File: src/rtl/spi_target_pkg.sv
// Shared constants and state encoding for the SPI target block.
// Mode 0 only: data sampled on SCK rise, changed on SCK fall, MSB first.
package spi_target_pkg;

  localparam int SPI_CPOL            = 0;
  localparam int SPI_CPHA            = 0;
  localparam bit SPI_MSB_FIRST       = 1'b1;
  localparam int WIDTH_DEFAULT       = 8;
  localparam int SYNC_STAGES_DEFAULT = 2;

  typedef enum logic {
    IDLE   = 1'b0,
    ACTIVE = 1'b1
  } state_t;

endpackage

File: src/rtl/spi_target_sync_edge.sv
// Pad-input synchronizer with one history flop and registered rise/fall strobes.
// The level output is the history flop, so it lines up with the strobes.
module sync_edge
  import spi_target_pkg::*;
#(
  parameter int   STAGES     = SYNC_STAGES_DEFAULT,
  parameter logic IDLE_LEVEL = 1'b0
) (
  input  logic clock,
  input  logic reset,
  input  logic din,
  output logic level,
  output logic rise,
  output logic fall
);

  logic [STAGES-1:0] sync_reg;
  logic              hist_reg;
  logic              rise_reg;
  logic              fall_reg;
  logic              cur;

  assign cur = sync_reg[STAGES-1];

  always_ff @(posedge clock or posedge reset) begin
    if (reset) begin
      sync_reg <= {STAGES{IDLE_LEVEL}};
      hist_reg <= IDLE_LEVEL;
      rise_reg <= 1'b0;
      fall_reg <= 1'b0;
    end else begin
      sync_reg <= {sync_reg[STAGES-2:0], din};
      hist_reg <= cur;
      rise_reg <= cur & ~hist_reg;
      fall_reg <= ~cur & hist_reg;
    end
  end

  assign level = hist_reg;
  assign rise  = rise_reg;
  assign fall  = fall_reg;

endmodule

File: src/rtl/spi_target.sv
// SPI mode-0 target: oversampled pads, byte-parallel receive strobe and a
// one-deep transmit holding register with valid/ready handshake.
module spi_target
  import spi_target_pkg::*;
#(
  parameter int WIDTH       = WIDTH_DEFAULT,
  parameter int SYNC_STAGES = SYNC_STAGES_DEFAULT
) (
  input  logic             clock,
  input  logic             reset,
  input  logic             in_sck,
  input  logic             in_cs_n,
  input  logic             in_mosi,
  output logic             out_miso,
  output logic             out_miso_oe,
  output logic [WIDTH-1:0] out_rx_data,
  output logic             out_rx_valid,
  input  logic [WIDTH-1:0] in_tx_data,
  input  logic             in_tx_valid,
  output logic             out_tx_ready,
  output logic             out_underrun,
  output logic             out_busy
);

  localparam int CW = (WIDTH > 1) ? $clog2(WIDTH) : 1;

  logic sck_level, sck_rise, sck_fall;
  logic cs_level, cs_rise, cs_fall;
  logic mosi_level, mosi_rise, mosi_fall;
  logic unused_sync;

  sync_edge #(.STAGES(SYNC_STAGES), .IDLE_LEVEL(1'b0)) u_sck (
    .clock(clock), .reset(reset), .din(in_sck),
    .level(sck_level), .rise(sck_rise), .fall(sck_fall)
  );
  sync_edge #(.STAGES(SYNC_STAGES), .IDLE_LEVEL(1'b1)) u_cs (
    .clock(clock), .reset(reset), .din(in_cs_n),
    .level(cs_level), .rise(cs_rise), .fall(cs_fall)
  );
  sync_edge #(.STAGES(SYNC_STAGES), .IDLE_LEVEL(1'b0)) u_mosi (
    .clock(clock), .reset(reset), .din(in_mosi),
    .level(mosi_level), .rise(mosi_rise), .fall(mosi_fall)
  );

  assign unused_sync = &{1'b0, sck_level, cs_level, mosi_rise, mosi_fall};

  state_t           state_reg;
  logic [CW-1:0]    bit_cnt_reg;
  logic [WIDTH-1:0] tx_shift_reg;
  logic [WIDTH-1:0] rx_shift_reg;
  logic [WIDTH-1:0] hold_reg;
  logic             hold_full_reg;
  logic             load_pending_reg;
  logic             done_reg;
  logic             miso_reg;
  logic [WIDTH-1:0] rx_data_reg;
  logic             rx_valid_reg;
  logic             underrun_reg;

  logic             active;
  logic             last_bit;
  logic             load_now;
  logic [WIDTH-1:0] load_word;

  assign active    = (state_reg == ACTIVE);
  assign last_bit  = (bit_cnt_reg == CW'(WIDTH - 1));
  // A word load happens at CS fall, or on the SCK fall after a completed word.
  assign load_now  = (!active && cs_fall) ||
                     (active && !cs_rise && sck_fall && load_pending_reg);
  assign load_word = hold_full_reg ? hold_reg : '0;

  always_ff @(posedge clock or posedge reset) begin
    if (reset) begin
      state_reg        <= IDLE;
      bit_cnt_reg      <= '0;
      tx_shift_reg     <= '0;
      rx_shift_reg     <= '0;
      hold_reg         <= '0;
      hold_full_reg    <= 1'b0;
      load_pending_reg <= 1'b0;
      done_reg         <= 1'b0;
      miso_reg         <= 1'b0;
      rx_data_reg      <= '0;
      rx_valid_reg     <= 1'b0;
      underrun_reg     <= 1'b0;
    end else begin
      rx_valid_reg <= 1'b0;
      underrun_reg <= 1'b0;
      done_reg     <= 1'b0;

      if (done_reg) begin
        rx_data_reg  <= rx_shift_reg;
        rx_valid_reg <= 1'b1;
      end

      // A write coinciding with a load lands after the load sampled the old word.
      if (in_tx_valid && !hold_full_reg) begin
        hold_reg      <= in_tx_data;
        hold_full_reg <= 1'b1;
      end else if (load_now) begin
        hold_full_reg <= 1'b0;
      end

      if (load_now) begin
        tx_shift_reg     <= load_word;
        miso_reg         <= load_word[WIDTH-1];
        bit_cnt_reg      <= '0;
        underrun_reg     <= !hold_full_reg;
        load_pending_reg <= 1'b0;
      end

      case (state_reg)
        IDLE: begin
          if (cs_fall) state_reg <= ACTIVE;
        end
        ACTIVE: begin
          if (sck_rise) begin
            rx_shift_reg <= {rx_shift_reg[WIDTH-2:0], mosi_level};
            if (last_bit) begin
              bit_cnt_reg      <= '0;
              done_reg         <= 1'b1;
              load_pending_reg <= 1'b1;
            end else begin
              bit_cnt_reg <= bit_cnt_reg + 1'b1;
            end
          end else if (sck_fall && !load_pending_reg) begin
            tx_shift_reg <= tx_shift_reg << 1;
            miso_reg     <= tx_shift_reg[WIDTH-2];
          end
          // A word completed in this very cycle still reports via done_reg.
          if (cs_rise) begin
            state_reg        <= IDLE;
            bit_cnt_reg      <= '0;
            load_pending_reg <= 1'b0;
          end
        end
        default: state_reg <= IDLE;
      endcase
    end
  end

  assign out_miso     = miso_reg;
  assign out_miso_oe  = active;
  assign out_busy     = active;
  assign out_rx_data  = rx_data_reg;
  assign out_rx_valid = rx_valid_reg;
  assign out_tx_ready = !hold_full_reg;
  assign out_underrun = underrun_reg;

endmodule

File: config.mk
export PLATFORM = sky130hd
export DESIGN_NAME = spi_target
export DESIGN_NICKNAME = d
export VERILOG_FILES = /design/src/rtl/spi_target_pkg.sv /design/src/rtl/spi_target_sync_edge.sv /design/src/rtl/spi_target.sv
export SDC_FILE = /design/constraint.sdc
export NUM_CORES = 1
export LEC_CHECK = 0
export ABC_AREA = 1
export BUFFER_PORTS_ARGS = -buffer_cell sky130_fd_sc_hd__buf_4
export CAP_MARGIN = 20
export CORE_UTILIZATION = 49
export CTS_CLUSTER_DIAMETER = 120
export DETAILED_ROUTE_END_ITERATION = 10
export PLACE_DENSITY = 0.68
export SLEW_MARGIN = 15
export SYNTH_ARGS = -nofsm -noshare
export SYNTH_HDL_FRONTEND = slang
export SYNTH_HIERARCHICAL = 1
export SYNTH_SLANG_ARGS = --single-unit
File: constraint.sdc
create_clock -name clock -period 1.59 [get_ports clock]
set_input_delay 0.3975 -clock clock [delete_from_list [all_inputs] [get_ports clock]]
set_output_delay 0.3975 -clock clock [all_outputs]
set_load 0.02 [all_outputs]
* After elaboration in Yosys (flattened, before gate mapping) *
Cells that the tools add are included.

word-level totals
  bits in registers = 55
  logic and storage cells = 75
  output and inout bits = 14
  input bits = 14

operators by class
  bitwise operators = 9
  muxes and demuxes = 29
  reductions and logical operators = 13
  equal/unequal tests = 1
  add/sub/neg operators = 1

operators by type and width
  cell                                          count
  2-to-1 mux 8 bit                              5
  2-to-1 mux 1 bit                              18
  2-to-1 mux 3 bit                              5
  logical AND 1 bit                             6
  NOT 1 bit                                     5
  bitwise AND 1 bit                             4
  logical NOT 1 bit                             4
  adder 3 x 1 -> 3 bit (second input constant)  1
  == test 3 bit (second input constant)         1
  case mux 1 bit (2 select lines)               1
  AND reduction 2 bit                           1
  nonzero test 2 bit                            1
  logical OR 1 bit                              1

* Longest topological paths before layout *
  depth after elaboration = 10
  depth in mapped cells = 8

* Modules after synthesis *
The synthesis kept the hierarchy.

by module, submodules not included
  module                  cells each  seq. area each (µm²)  area each (µm²)  instances
  spi_target              182         1026.0                1776.7           1
  sync_edge (u_mosi ...)  10          125.1                 143.9            2
  sync_edge (u_cs)        10          128.9                 147.6            1

* Least setup slack after synthesis *
OpenSTA, ideal clock, no wires.

  kind = reg-to-reg
  from = reg state_reg (netlist: out_busy)
  to = reg miso_reg (netlist: out_miso)
  clock period less this slack = 1.265 ns
  setup time = 0.117 ns
  slack = 0.325 ns
  arrival time = 1.147 ns
  stages on the path, launching flop included = 6
  cells stage by stage = dfrtp_1 -> nand2_2 -> nor3_4 -> inv_2 -> nand3_1 -> nand2_1

on the way
  longest elaborated chain between the ends = 8
  elaborated cells between the ends (all ways) = 10
  those cells by class = mux (4); reduce/logical (6)

ends and longest elaborated chain
  what                             line               source
  start: declaration               spi_target.sv:47   state_t state_reg;
  start signal: assignment         spi_target.sv:74   state_reg <= IDLE;
  start signal: assignment         spi_target.sv:114  if (cs_fall) state_reg <= ACTIVE;
  start signal: assignment         spi_target.sv:132  state_reg <= IDLE;
  logical AND 1 bit (3 in series)  spi_target.sv:69   (active && !cs_rise && sck_fall && load_pending_reg);
  logical OR 1 bit                 spi_target.sv:68   assign load_now = (!active && cs_fall) ||
  2-to-1 mux 1 bit                 spi_target.sv:104  if (load_now) begin
  2-to-1 mux 1 bit                 spi_target.sv:126  end else if (sck_fall && !load_pending_reg) begin
  2-to-1 mux 1 bit                 spi_target.sv:117  if (sck_rise) begin
  2-to-1 mux 1 bit (*)             spi_target.sv:112  case (state_reg)
  end signal: assignment           spi_target.sv:106  miso_reg <= load_word[WIDTH-1];
  end signal: assignment           spi_target.sv:128  miso_reg <= tx_shift_reg[WIDTH-2];
  end: declaration                 spi_target.sv:55   logic miso_reg;

Every way passes the cells marked *; elsewhere a longest branch is shown, timed or not.
A chain may end at the register's enable or synchronous reset.

* Worst setup path in the final report *
  from = reg hold_full_reg
  to = out out_tx_ready

on the way
  longest elaborated chain between the ends = 1

ends and longest elaborated chain
  what                      line               source
  start: declaration        spi_target.sv:52   logic hold_full_reg;
  start signal: assignment  spi_target.sv:79   hold_full_reg <= 1'b0;
  start signal: assignment  spi_target.sv:99   hold_full_reg <= 1'b1;
  start signal: assignment  spi_target.sv:101  hold_full_reg <= 1'b0;
  logical NOT 1 bit         spi_target.sv:147  assign out_tx_ready = !hold_full_reg;
  end: declaration          spi_target.sv:20   output logic out_tx_ready,

No other way between the ends.

==> flow_summary.yaml <==
status:
  status: "finished clean"
routing:
  vias: 1399
  wl_per_cell_um: 11.5
  ant_nets: 0
  drt-total-wl_um: 3330
  drt_iter0_drc: 161
  vias_per_cell: 4.84
  drc: 0
  drt_pass1_iterations: 4
worst_setup_path:
  cp-end-kind: "output port"
  rrSetupSlack_ps: 260
  cp.required_ps: 1190
  cp-start-kind: "flop"
  regToRegStartpoint: "out_busy$_DFF_PP0_"
  crit_arrival_ps: 1070
  cp-startpoint: "hold_full_reg$_DFFE_PP0P_"
  setup.worst_path.class: "flop to output port"
  cp_max_fo: 10
floorplanning:
  floorplan.initialDensity_pct: 52.2
  boundaryPins: 28
  rows: 23
  die_w_um: 68.2
  die_area_sq_mm: 0.00465
  core_area_sq_mm: 0.00412
  die_h_um: 68.2
yosys:
  synth_nets: 222
  syn_avg_cell_area_sq_um: 10.4
  yosysWarnings: 6
  synth_cells: 206
  syn-cell-area_sq_mm: 0.00215
place:
  dpl-instance-area_sq_mm: 0.00241
  dpl_worst_slack_ps: 272
  hpwl_um: 2330
  globalplace.congestion: 0.734
  port_buffers: 27
sta:
  setup_viol: 0
  slew_headroom_pct: 71.7
  post-route-period-util_pct: 92.5
  final.setup.worst_slack_ps: 120
  worst_clock_skew_ps: 10.7
  min_period_ps: 1470
  fmax_mhz: 680
  tns_ps: 0
  timing.final.hold_violations: 0
  worst_pin_slew_ps: 424
  whs_ps: 200
  maxSlewViolCount: 0
  rsz0062_at_grt: "no"
cells_and_area:
  antennaDiodeCount: 0
  area_growth_pct: 16.8
  layout_commonest_cell: "dfrtp_1"
  stdcell_area_sq_mm: 0.00251
  fin_nets: 254
  drive_gt1_share_pct: 25.9
  final_cell_mix: "dfrtp_1, nand2_1, buf_4"
clock_tree:
  cts_tree: "yes"
  clock-sinks: 54
  numCtsBuffers: 5
  cts.path.max_buffers: 2
  path_clk_slew_ps: 90
  cts_resized: 0
  cts_root_buf: "clkbuf_8"
  clk_latency_ps: 300
  htree_levels: 2
power:
  powerDensity_mw_per_mm2: 1360
  leakage_nw: 1.34
  ir_worst_vdd_mv: 0.734
global_routing:
  grt_max_degree: 42
  antenna_found_initial: 0
  overflow: 0
  grt_pass1_vias: 1304
  grt_pass1_wl_um: 5580
  grt_usage_pct: 16.9
hold_path:
  hold_start: "in_cs_n"
  worstHoldPathType: "primary input to flop"
run:
  maxCapViolations: 0
==> per-layer routing <==
metal | part of all wire [%] | vias to the layer above | global-route usage [%]
li1 | - | 711 | -
met1 | 51 | 664 | 22.8
met2 | 45 | 19 | 24.8
met3 | 2.9 | 5 | 5.50
met4 | 1.8 | 0 | 7.03
met5 | 0 | - | 0
==> final timing paths <==
path | end | cells past startpoint
max | out_tx_ready | 2
min | u_cs/sync_reg[0]$_DFF_PP1_ | 1
max reg2reg | tx_shift_reg[0]$_DFF_PP0_ | 7
min reg2reg | u_sck/sync_reg[1]$_DFF_PP0_ | 0
max in group asynchronous | tx_shift_reg[0]$_DFF_PP0_ | 4
min in group asynchronous | u_mosi/sync_reg[0]$_DFF_PP0_ | 3
==> cell type report <==
class                   count  area, sq um
fillers                   349         1610
flip-flops and latches     54         1360
well taps                  50         62.6
multi-input cells         119          653
repair buffers             30          240
clock buffers               7         86.3
clock inverters             1         5.00
inverters                  28          105
==> power by group <==
part           leakage (nW)  switching [W]  total [W]  internal [W]
logic                 0.615       0.000394   0.000738      0.000344
registers             0.680       0.000206    0.00190       0.00170
clock network        0.0482       0.000413   0.000765      0.000352
total                  1.34        0.00101    0.00341       0.00239
==> critical path, cell delays in order (launching register included) <==
cell and delay (ps):
dfrtp_1 520, inv_2 80, buf_4 170
==> per-stage QoR <==
step	util, %	std cells	total power [W]
2_1_floorplan	-	206	0.00245
3_3_place_gp	58.5	280	0.00265
3_5_place_dp	58.5	280	0.00267
4_1_cts	60.9	289	0.00344
5_1_grt	60.9	289	0.00364
6_report	60.9	289	0.00341
==> repair_timing <==
item	4_1_cts	5_1_grt
hold endpoints to repair	5	0
hold buffers	1	0
setup buffers	0	0
No activity file was read; power rests on OpenSTA's default activity.
